[src/rtl/gf_mix_column_pipe_if.sv]
// Beat-level valid/ready bundle for the column mixer: input side with mode and last tag,
// output side with mixed data; master drives beats in, slave is the mixer.
interface gf_mix_column_pipe_if #(
  parameter int NUM_COLS = 4
);
  logic                       in_valid;
  logic                       in_ready;
  logic [1:0]                 in_mode;
  logic                       in_last;
  logic [32*NUM_COLS-1:0]     in_data;
  logic                       out_valid;
  logic                       out_ready;
  logic                       out_last;
  logic [32*NUM_COLS-1:0]     out_data;

  modport master (
    output in_valid, in_mode, in_last, in_data, out_ready,
    input  in_ready, out_valid, out_last, out_data
  );

  modport slave (
    input  in_valid, in_mode, in_last, in_data, out_ready,
    output in_ready, out_valid, out_last, out_data
  );
endinterface

[src/rtl/gf_mix_column_pipe.sv]
// AES MixColumns / InvMixColumns / bypass per beat; latency PIPE_STAGES cycles, 1 beat/cycle.
// Stalls propagate back stage by stage when out_ready is low; output beat held stable.
module gf_mix_column_pipe #(
  parameter int NUM_COLS    = 4,
  parameter int PIPE_STAGES = 2,
  parameter int CNT_W       = 16
) (
  input  logic                 clk,
  input  logic                 rst_n,
  gf_mix_column_pipe_if.slave  bus,
  output logic                 mode_err,
  output logic [CNT_W-1:0]     beat_cnt
);
  localparam int W  = 32 * NUM_COLS;
  localparam int NB = 4 * NUM_COLS;

  // One byte plus its doubling chain; every matrix constant is an XOR of these.
  typedef struct packed {
    logic [7:0] a;
    logic [7:0] x2;
    logic [7:0] x4;
    logic [7:0] x8;
  } xbyte_t;

  function automatic logic [7:0] xtime(input logic [7:0] a);
    return {a[6:0], 1'b0} ^ (a[7] ? 8'h1b : 8'h00);
  endfunction

  function automatic xbyte_t expand(input logic [7:0] a);
    xbyte_t e;
    e.a  = a;
    e.x2 = xtime(a);
    e.x4 = xtime(e.x2);
    e.x8 = xtime(e.x4);
    return e;
  endfunction

  // b[0] is byte0 (column bits 31:24); modes 00 and 11 both pass the bytes through.
  function automatic logic [31:0] mix_col(input xbyte_t [3:0] b, input logic [1:0] mode);
    logic [3:0][7:0] rb;
    logic [1:0]      k;
    xbyte_t          p, q, s, t;
    rb = '0;
    for (int i = 0; i < 4; i++) begin
      k = 2'(i);
      p = b[k];
      q = b[k + 2'd1];
      s = b[k + 2'd2];
      t = b[k + 2'd3];
      case (mode)
        2'b01:   rb[2'd3 - k] = p.x2 ^ q.x2 ^ q.a ^ s.a ^ t.a;
        2'b10:   rb[2'd3 - k] = (p.x8 ^ p.x4 ^ p.x2) ^ (q.x8 ^ q.x2 ^ q.a)
                              ^ (s.x8 ^ s.x4 ^ s.a) ^ (t.x8 ^ t.a);
        default: rb[2'd3 - k] = p.a;
      endcase
    end
    return rb;
  endfunction

  xbyte_t [NB-1:0] in_x;
  xbyte_t [NB-1:0] mix_b;
  logic [1:0]      mix_mode;
  logic [W-1:0]    mixed;
  logic            src_vld;
  logic            src_last;
  logic            in_rdy;
  logic            out_open;
  logic            out_vld_q;
  logic            out_last_q;
  logic [W-1:0]    out_dat_q;

  for (genvar g = 0; g < NB; g++) begin : g_expand
    assign in_x[g] = expand(bus.in_data[32*(g/4) + 8*(3 - g%4) +: 8]);
  end

  for (genvar c = 0; c < NUM_COLS; c++) begin : g_mix
    assign mixed[32*c +: 32] = mix_col(mix_b[4*c +: 4], mix_mode);
  end

  assign out_open = !out_vld_q || bus.out_ready;

  if (PIPE_STAGES == 2) begin : g_two
    logic            s1_vld;
    logic            s1_last;
    logic [1:0]      s1_mode;
    xbyte_t [NB-1:0] s1_b;

    // Stage 1 refills whenever it is empty or its beat moves on this cycle.
    assign in_rdy   = !s1_vld || out_open;
    assign src_vld  = s1_vld;
    assign src_last = s1_last;
    assign mix_b    = s1_b;
    assign mix_mode = s1_mode;

    always_ff @(posedge clk or negedge rst_n) begin
      if (!rst_n) begin
        s1_vld  <= 1'b0;
        s1_last <= 1'b0;
        s1_mode <= 2'b00;
        s1_b    <= '0;
      end else if (in_rdy) begin
        s1_vld <= bus.in_valid;
        if (bus.in_valid) begin
          s1_last <= bus.in_last;
          s1_mode <= bus.in_mode;
          s1_b    <= in_x;
        end
      end
    end
  end else begin : g_one
    assign in_rdy   = out_open;
    assign src_vld  = bus.in_valid;
    assign src_last = bus.in_last;
    assign mix_b    = in_x;
    assign mix_mode = bus.in_mode;
  end

  always_ff @(posedge clk or negedge rst_n) begin
    if (!rst_n) begin
      out_vld_q  <= 1'b0;
      out_last_q <= 1'b0;
      out_dat_q  <= '0;
    end else if (out_open) begin
      out_vld_q <= src_vld;
      if (src_vld) begin
        out_dat_q  <= mixed;
        out_last_q <= src_last;
      end
    end
  end

  always_ff @(posedge clk or negedge rst_n) begin
    if (!rst_n) begin
      beat_cnt <= '0;
      mode_err <= 1'b0;
    end else begin
      if (out_vld_q && bus.out_ready)
        beat_cnt <= beat_cnt + 1'b1;
      if (bus.in_valid && in_rdy && (bus.in_mode == 2'b11))
        mode_err <= 1'b1;
    end
  end

  assign bus.in_ready  = in_rdy;
  assign bus.out_valid = out_vld_q;
  assign bus.out_last  = out_last_q;
  assign bus.out_data  = out_dat_q;
endmodule

[src/flat_wrapper.sv]
// flat-port wrapper written by rule: the top's interface ports become plain ports
module gf_mix_column_pipe_flat 
#(
  parameter int NUM_COLS    = 4,
  parameter int PIPE_STAGES = 2,
  parameter int CNT_W       = 16
)
  (clk, rst_n, mode_err, beat_cnt, bus_in_valid, bus_in_mode, bus_in_last, bus_in_data, bus_out_ready, bus_in_ready, bus_out_valid, bus_out_last, bus_out_data);
  gf_mix_column_pipe_if #(.NUM_COLS(NUM_COLS)) bus_i ();
  input  logic clk;
  input  logic rst_n;
  output logic mode_err;
  output logic [CNT_W-1:0] beat_cnt;
  input wire logic [$bits(bus_i.in_valid)-1:0] bus_in_valid;
  input wire logic [$bits(bus_i.in_mode)-1:0] bus_in_mode;
  input wire logic [$bits(bus_i.in_last)-1:0] bus_in_last;
  input wire logic [$bits(bus_i.in_data)-1:0] bus_in_data;
  input wire logic [$bits(bus_i.out_ready)-1:0] bus_out_ready;
  output wire logic [$bits(bus_i.in_ready)-1:0] bus_in_ready;
  output wire logic [$bits(bus_i.out_valid)-1:0] bus_out_valid;
  output wire logic [$bits(bus_i.out_last)-1:0] bus_out_last;
  output wire logic [$bits(bus_i.out_data)-1:0] bus_out_data;
  assign bus_i.in_valid = bus_in_valid;
  assign bus_i.in_mode = bus_in_mode;
  assign bus_i.in_last = bus_in_last;
  assign bus_i.in_data = bus_in_data;
  assign bus_i.out_ready = bus_out_ready;
  assign bus_in_ready = bus_i.in_ready;
  assign bus_out_valid = bus_i.out_valid;
  assign bus_out_last = bus_i.out_last;
  assign bus_out_data = bus_i.out_data;
  gf_mix_column_pipe #(.NUM_COLS(NUM_COLS), .PIPE_STAGES(PIPE_STAGES), .CNT_W(CNT_W)) u_core (.clk(clk), .rst_n(rst_n), .bus(bus_i), .mode_err(mode_err), .beat_cnt(beat_cnt));
endmodule
[config.mk]
export PLATFORM = sky130hd
export DESIGN_NAME = gf_mix_column_pipe_flat
export DESIGN_NICKNAME = d
export VERILOG_FILES = /design/src/rtl/gf_mix_column_pipe_if.sv /design/src/rtl/gf_mix_column_pipe.sv /design/src/flat_wrapper.sv
export SDC_FILE = /design/constraint.sdc
export NUM_CORES = 2
export LEC_CHECK = 0
export CAP_MARGIN = 20
export CORE_UTILIZATION = 33
export DETAILED_ROUTE_END_ITERATION = 16
export HOLD_SLACK_MARGIN = 0.05
export PLACE_DENSITY = 0.6
export RECOVER_POWER = 100
export SLEW_MARGIN = 15
export SYNTH_ARGS = -nofsm -noshare
export SYNTH_HDL_FRONTEND = slang
export SYNTH_SLANG_ARGS = --single-unit
[constraint.sdc]
create_clock -name clk -period 2.7 [get_ports clk]
set_clock_uncertainty 0.1 [all_clocks]
set_input_delay 0.54 -clock clk [delete_from_list [all_inputs] [get_ports clk]]
set_output_delay 0.54 -clock clk [all_outputs]
set_load 0.05 [all_outputs]
# Word-level counts from Yosys, hierarchy flattened
# Index checks and enable logic that the tools add are counted.
# Widths: inputs -> output; s select.
# word_totals
wordCells	405
in_bits	135
output_inout_bits	148
ff_bits	663
# classes
n_reduce_logical	9
muxes	64
add_sub_neg	1
bitwise	256
n_eq_ne	3
# op_table
cell	n
$xor 8x8->8	256
$pmux 8 s2	16
$mux 5	48
$add 16x1->16 const B	1
$eq 2x2->1 const B	2
$reduce_and 2->1	2
$logic_and 1x1->1	3
$eq 2x1->1 const B	1
$logic_not 1->1	2
$logic_or 1x1->1	2

# Longest topological paths before layout
# depth
ltp_word	6
depth_mapped	8

# Least setup slack after synthesis
# OpenSTA, ideal clock, no wires.
# synth_timing
path_kind	register to register
from	reg u_core.out_vld_q, in the netlist u_core.bus.out_valid
to	reg u_core.g_two.s1_b[368] (netlist name)
stages_incl_launch_ff	8
period_less_slack_ps	2662
arrival_ps	2496
path_slack_ps	38
t_required_ps	2534
path_cell_list	dfrtp_1 nand3b_1 nand2_1 clkbuf_1 buf_2 clkbuf_1 nand2_1 nand2_1
# synth_via
elab_chain_cells	4
# synth_rtl
item	line_no	source
start: declaration	gf_mix_column_pipe.sv:68	logic out_vld_q;
start signal: assignment	gf_mix_column_pipe.sv:124	out_vld_q <= src_vld;
$logic_not 1->1	gf_mix_column_pipe.sv:80	assign out_open = !out_vld_q || bus.out_ready;
$logic_or 1x1->1	gf_mix_column_pipe.sv:80	
$logic_or 1x1->1	gf_mix_column_pipe.sv:89	assign in_rdy = !s1_vld || out_open;
via bus_in_ready	flat_wrapper.sv:19	output wire logic [$bits(bus_i.in_ready)-1:0] bus_in_ready;
$reduce_and 2->1 (no line)	n/a	
end signal: assignment	gf_mix_column_pipe.sv:106	s1_b <= in_x;
end: declaration	gf_mix_column_pipe.sv:86	xbyte_t [NB-1:0] s1_b;
# The timed path passes the listed nets, and every way through them passes these cells.
# A chain may end at the register's enable or synchronous reset.

# Final worst setup path
# layout_timing
from	reg u_core.out_dat_q[60], in the netlist u_core.bus.out_data[60]
to	out bus_out_data[60]
# layout_rtl
item	line_no	source
start: declaration	gf_mix_column_pipe.sv:70	logic [W-1:0] out_dat_q;
start signal: assignment	gf_mix_column_pipe.sv:126	out_dat_q <= mixed;
end: declaration	flat_wrapper.sv:22	output wire logic [$bits(bus_i.out_data)-1:0] bus_out_data;
# No word-level cell between the ends.

==> qor.csv <==
metric,value,unit
dpl ws,0.134,ns
Worst-Margin Slew,1.50,ns
total leakage power,13.9,nW
htree depth,2,
final hold viol count,0,
asr flop ratio synth,100,%
register bit total from synthesis,423,
Syn-to-layout area delta,23.7,%
vias in the first global route,19400,
Residual DRC,0,
most frequent cells in the layout,"xnor2_1 (532), nand2_1 (511), dfrtp_1 (423), xor2_1 (201), nor2_1 (199)",
crit path max-delay cell type,dlygate4sd3_1,
TritonCTS clock tree,done,
sequential fraction of the synthesis area,41.2,%
Max Freq,0.385,GHz
die area,78900,sq um
Root Driver,clkbuf_16,
Worst Setup Start Kind,register,
Crit Path Max Fanout,2,
fin crit period,2.60,ns
CTS buffer count,52,
global-route wire length before repair,120000,um
Final #Nets,3025,
ys flop type,dfrtp_1,
Cell variety after synth,45,
Slew HR,0.0311,%
Yosys top cell by area,dfrtp_1,
Clock Pin Slew Worst Setup and Hold Paths,0.06,ns
Final Cycle Share,96.3,%
layout cells sized above 1,6.28,%
input/output buffers,282,
routability cong.,0.822,
gr ovfl total,0,
Mapped Area,25700,sq um
Crit path required time,2.06,ns
"EDFF count, synth",0,
status,completed,
Synth top area share,41.2,%
top cell family by delay on the critical path,buffers and inverters,
hold crit path type,reg -> reg,
all-layer global routing usage,20.0,%
critical path's largest stage delay,0.91,ns
"most common cell after layout, fill and taps aside",xnor2_1,
syn avg cell area,9.66,sq um
Syn Inst Count,2657,
Area contributors post-synth,"dfrtp_1 (41%), xnor2_1 (18%), nand2_1 (7.5%), xor2_1 (6.8%), xnor3_1 (5.4%)",
syn_nets,2795,
Power Density,1100,nW/um^2
ANT nets after route,0,
WP data arrival,1.96,ns
RSZ-0062 raised after global routing,no,
DRT Wirelength,78800,um
Initial Util,33.6,%
Setup TNS Final,0,ns
core area,76500,sq um
largest net degree at the start of global routing,86,
Clock Path Buffers,3,
IO Count,283,
CP Buf/Inv Count,1,
Max VDD drop,0.509,mV
Avg Vias per Cell,4.82,
Final WS setup,0.101,ns
initial antenna violation count,0,
clk_lat worst skew,0.59,ns
Yosys Warn Count,0,
die height,281,um
wire length per cell,19.9,um
Worst Setup Path Type,reg -> out,
Crit. End Element,output pin,
Max-Cap Viols,0,
clock sinks,423,
chip width,281,um
Slew Limit Fails,0,
DR iter-0 viols,1232,
DR pass1 iterations,5,
crit-path cells,dlygate4sd3_1,
placement row count,101,
Final setup viols,0,
HPWL after DPL,57200,um
routed vias,19100,
Util after Layout,41.5,%
-- state kept, by name (all words and copies together), names as in the netlist --
register              cells
u_core.beat_cnt          16
u_core.bus.out_data     128
u_core.bus.out_last       1
u_core.bus.out_valid      1
u_core.g_two.s1_b       272
u_core.g_two.s1_last      1
u_core.g_two.s1_mode      2
u_core.g_two.s1_vld       1
u_core.mode_err           1
-- stage by stage --
step                      instance area [sq um]  instances  power (mW)  hold slack (ns)
after CTS                                 32000       3959        35.9            0.345
after detailed placement                  30100       3862        27.8            0.362
after global placement                    30100       3862        27.7            0.361
after floorplan                           25700       2657        22.6            0.144
after global routing                      31700       3959        37.1            0.369
final                                     31700       3961        35.1            0.362
-- routing by layer --
metal	wire length, um	track usage (%)	up-vias
met1	36400	27.6	9360
met5	0	0	-
met3	3900	3.31	97
met4	1670	4.81	0
met2	36900	32.5	462
li1	-	-	9174
-- final timing paths --
kind | start | endpoint | slack, ns | depth (start not counted)
worst max register to register | u_core.bus.out_valid | u_core.g_two.s1_b[88] | 0.37 | 6
worst min-delay path | u_core.g_two.s1_last | u_core.bus.out_last | 0.36 | 2
min in group asynchronous | rst_n | u_core.g_two.s1_b[34] | 0.73 | 2
worst min register to register | u_core.g_two.s1_last | u_core.bus.out_last | 0.36 | 2
worst max-delay path | u_core.bus.out_data[60] | bus_out_data[60] | 0.10 | 1
max in group asynchronous | rst_n | u_core.g_two.s1_b[176] | 0.38 | 3
-- timing repair --
item | CTS | global route
endpoints found under the hold margin | 29 | 0
setup endpoints to repair | 1 | 0
hold buffers | 1 | 0
resized for setup | 1 | 0
buffers inserted | 0 | 0
-- final cells by class --
cell class | count | area (sq um)
diodes | 2 | 5.00
clock buffers | 69 | 1480
clock inverters | 27 | 440
fillers | 7474 | 44700
inverters | 4 | 15.0
multi-input cells | 2033 | 14300
flip-flops and latches | 423 | 10600
well taps | 1030 | 1290
repair buffers | 373 | 3680
-- logic make-up (layout without fill, tap and decap cells) --
logic type | after synthesis | after routing | synth area share [%]
multiplexers | 1 | 1 | 0.0439
flip-flops | 423 | 423 | 41.2
AND/OR/NAND/NOR | 855 | 855 | 14.1
buffers and inverters | 201 | 473 | 3.27
other | 0 | 2 | 0
AO/OA/AOI/OAI | 357 | 357 | 8.86
XOR/XNOR | 817 | 817 | 32.3
adder cells (fa/ha/maj) | 3 | 3 | 0.146
-- cell usage after synthesis, types with 5 or more instances --
library cell	number
a31oi_1	7
xnor2_2	5
xor3_1	11
a21oi_1	77
dfrtp_1	423
o221ai_1	74
and3_1	75
nor2_1	198
a221oi_1	41
o21ai_1	19
nand3b_1	44
clkbuf_1	139
buf_4	7
nand2_1	513
o21ai_0	122
xnor2_1	532
xnor3_1	61
xor2_1	200
o22ai_1	10
nand2b_1	8
buf_2	47
-- worst register-to-register path, delay by kind of cell (launching register included) --
family / cells / cell delay (ns)
buffers and inverters: 2 / 0.56
DFF: 1 / 0.45
and+or+nand+nor: 4 / 1.17
-- power breakdown --
part           leakage, nW  internal [mW]  switching, mW
logic                 7.82           7.57           10.0
registers             5.14           7.89           1.69
clock network        0.923           4.90           2.97
(Power assumes the default switching activity.)
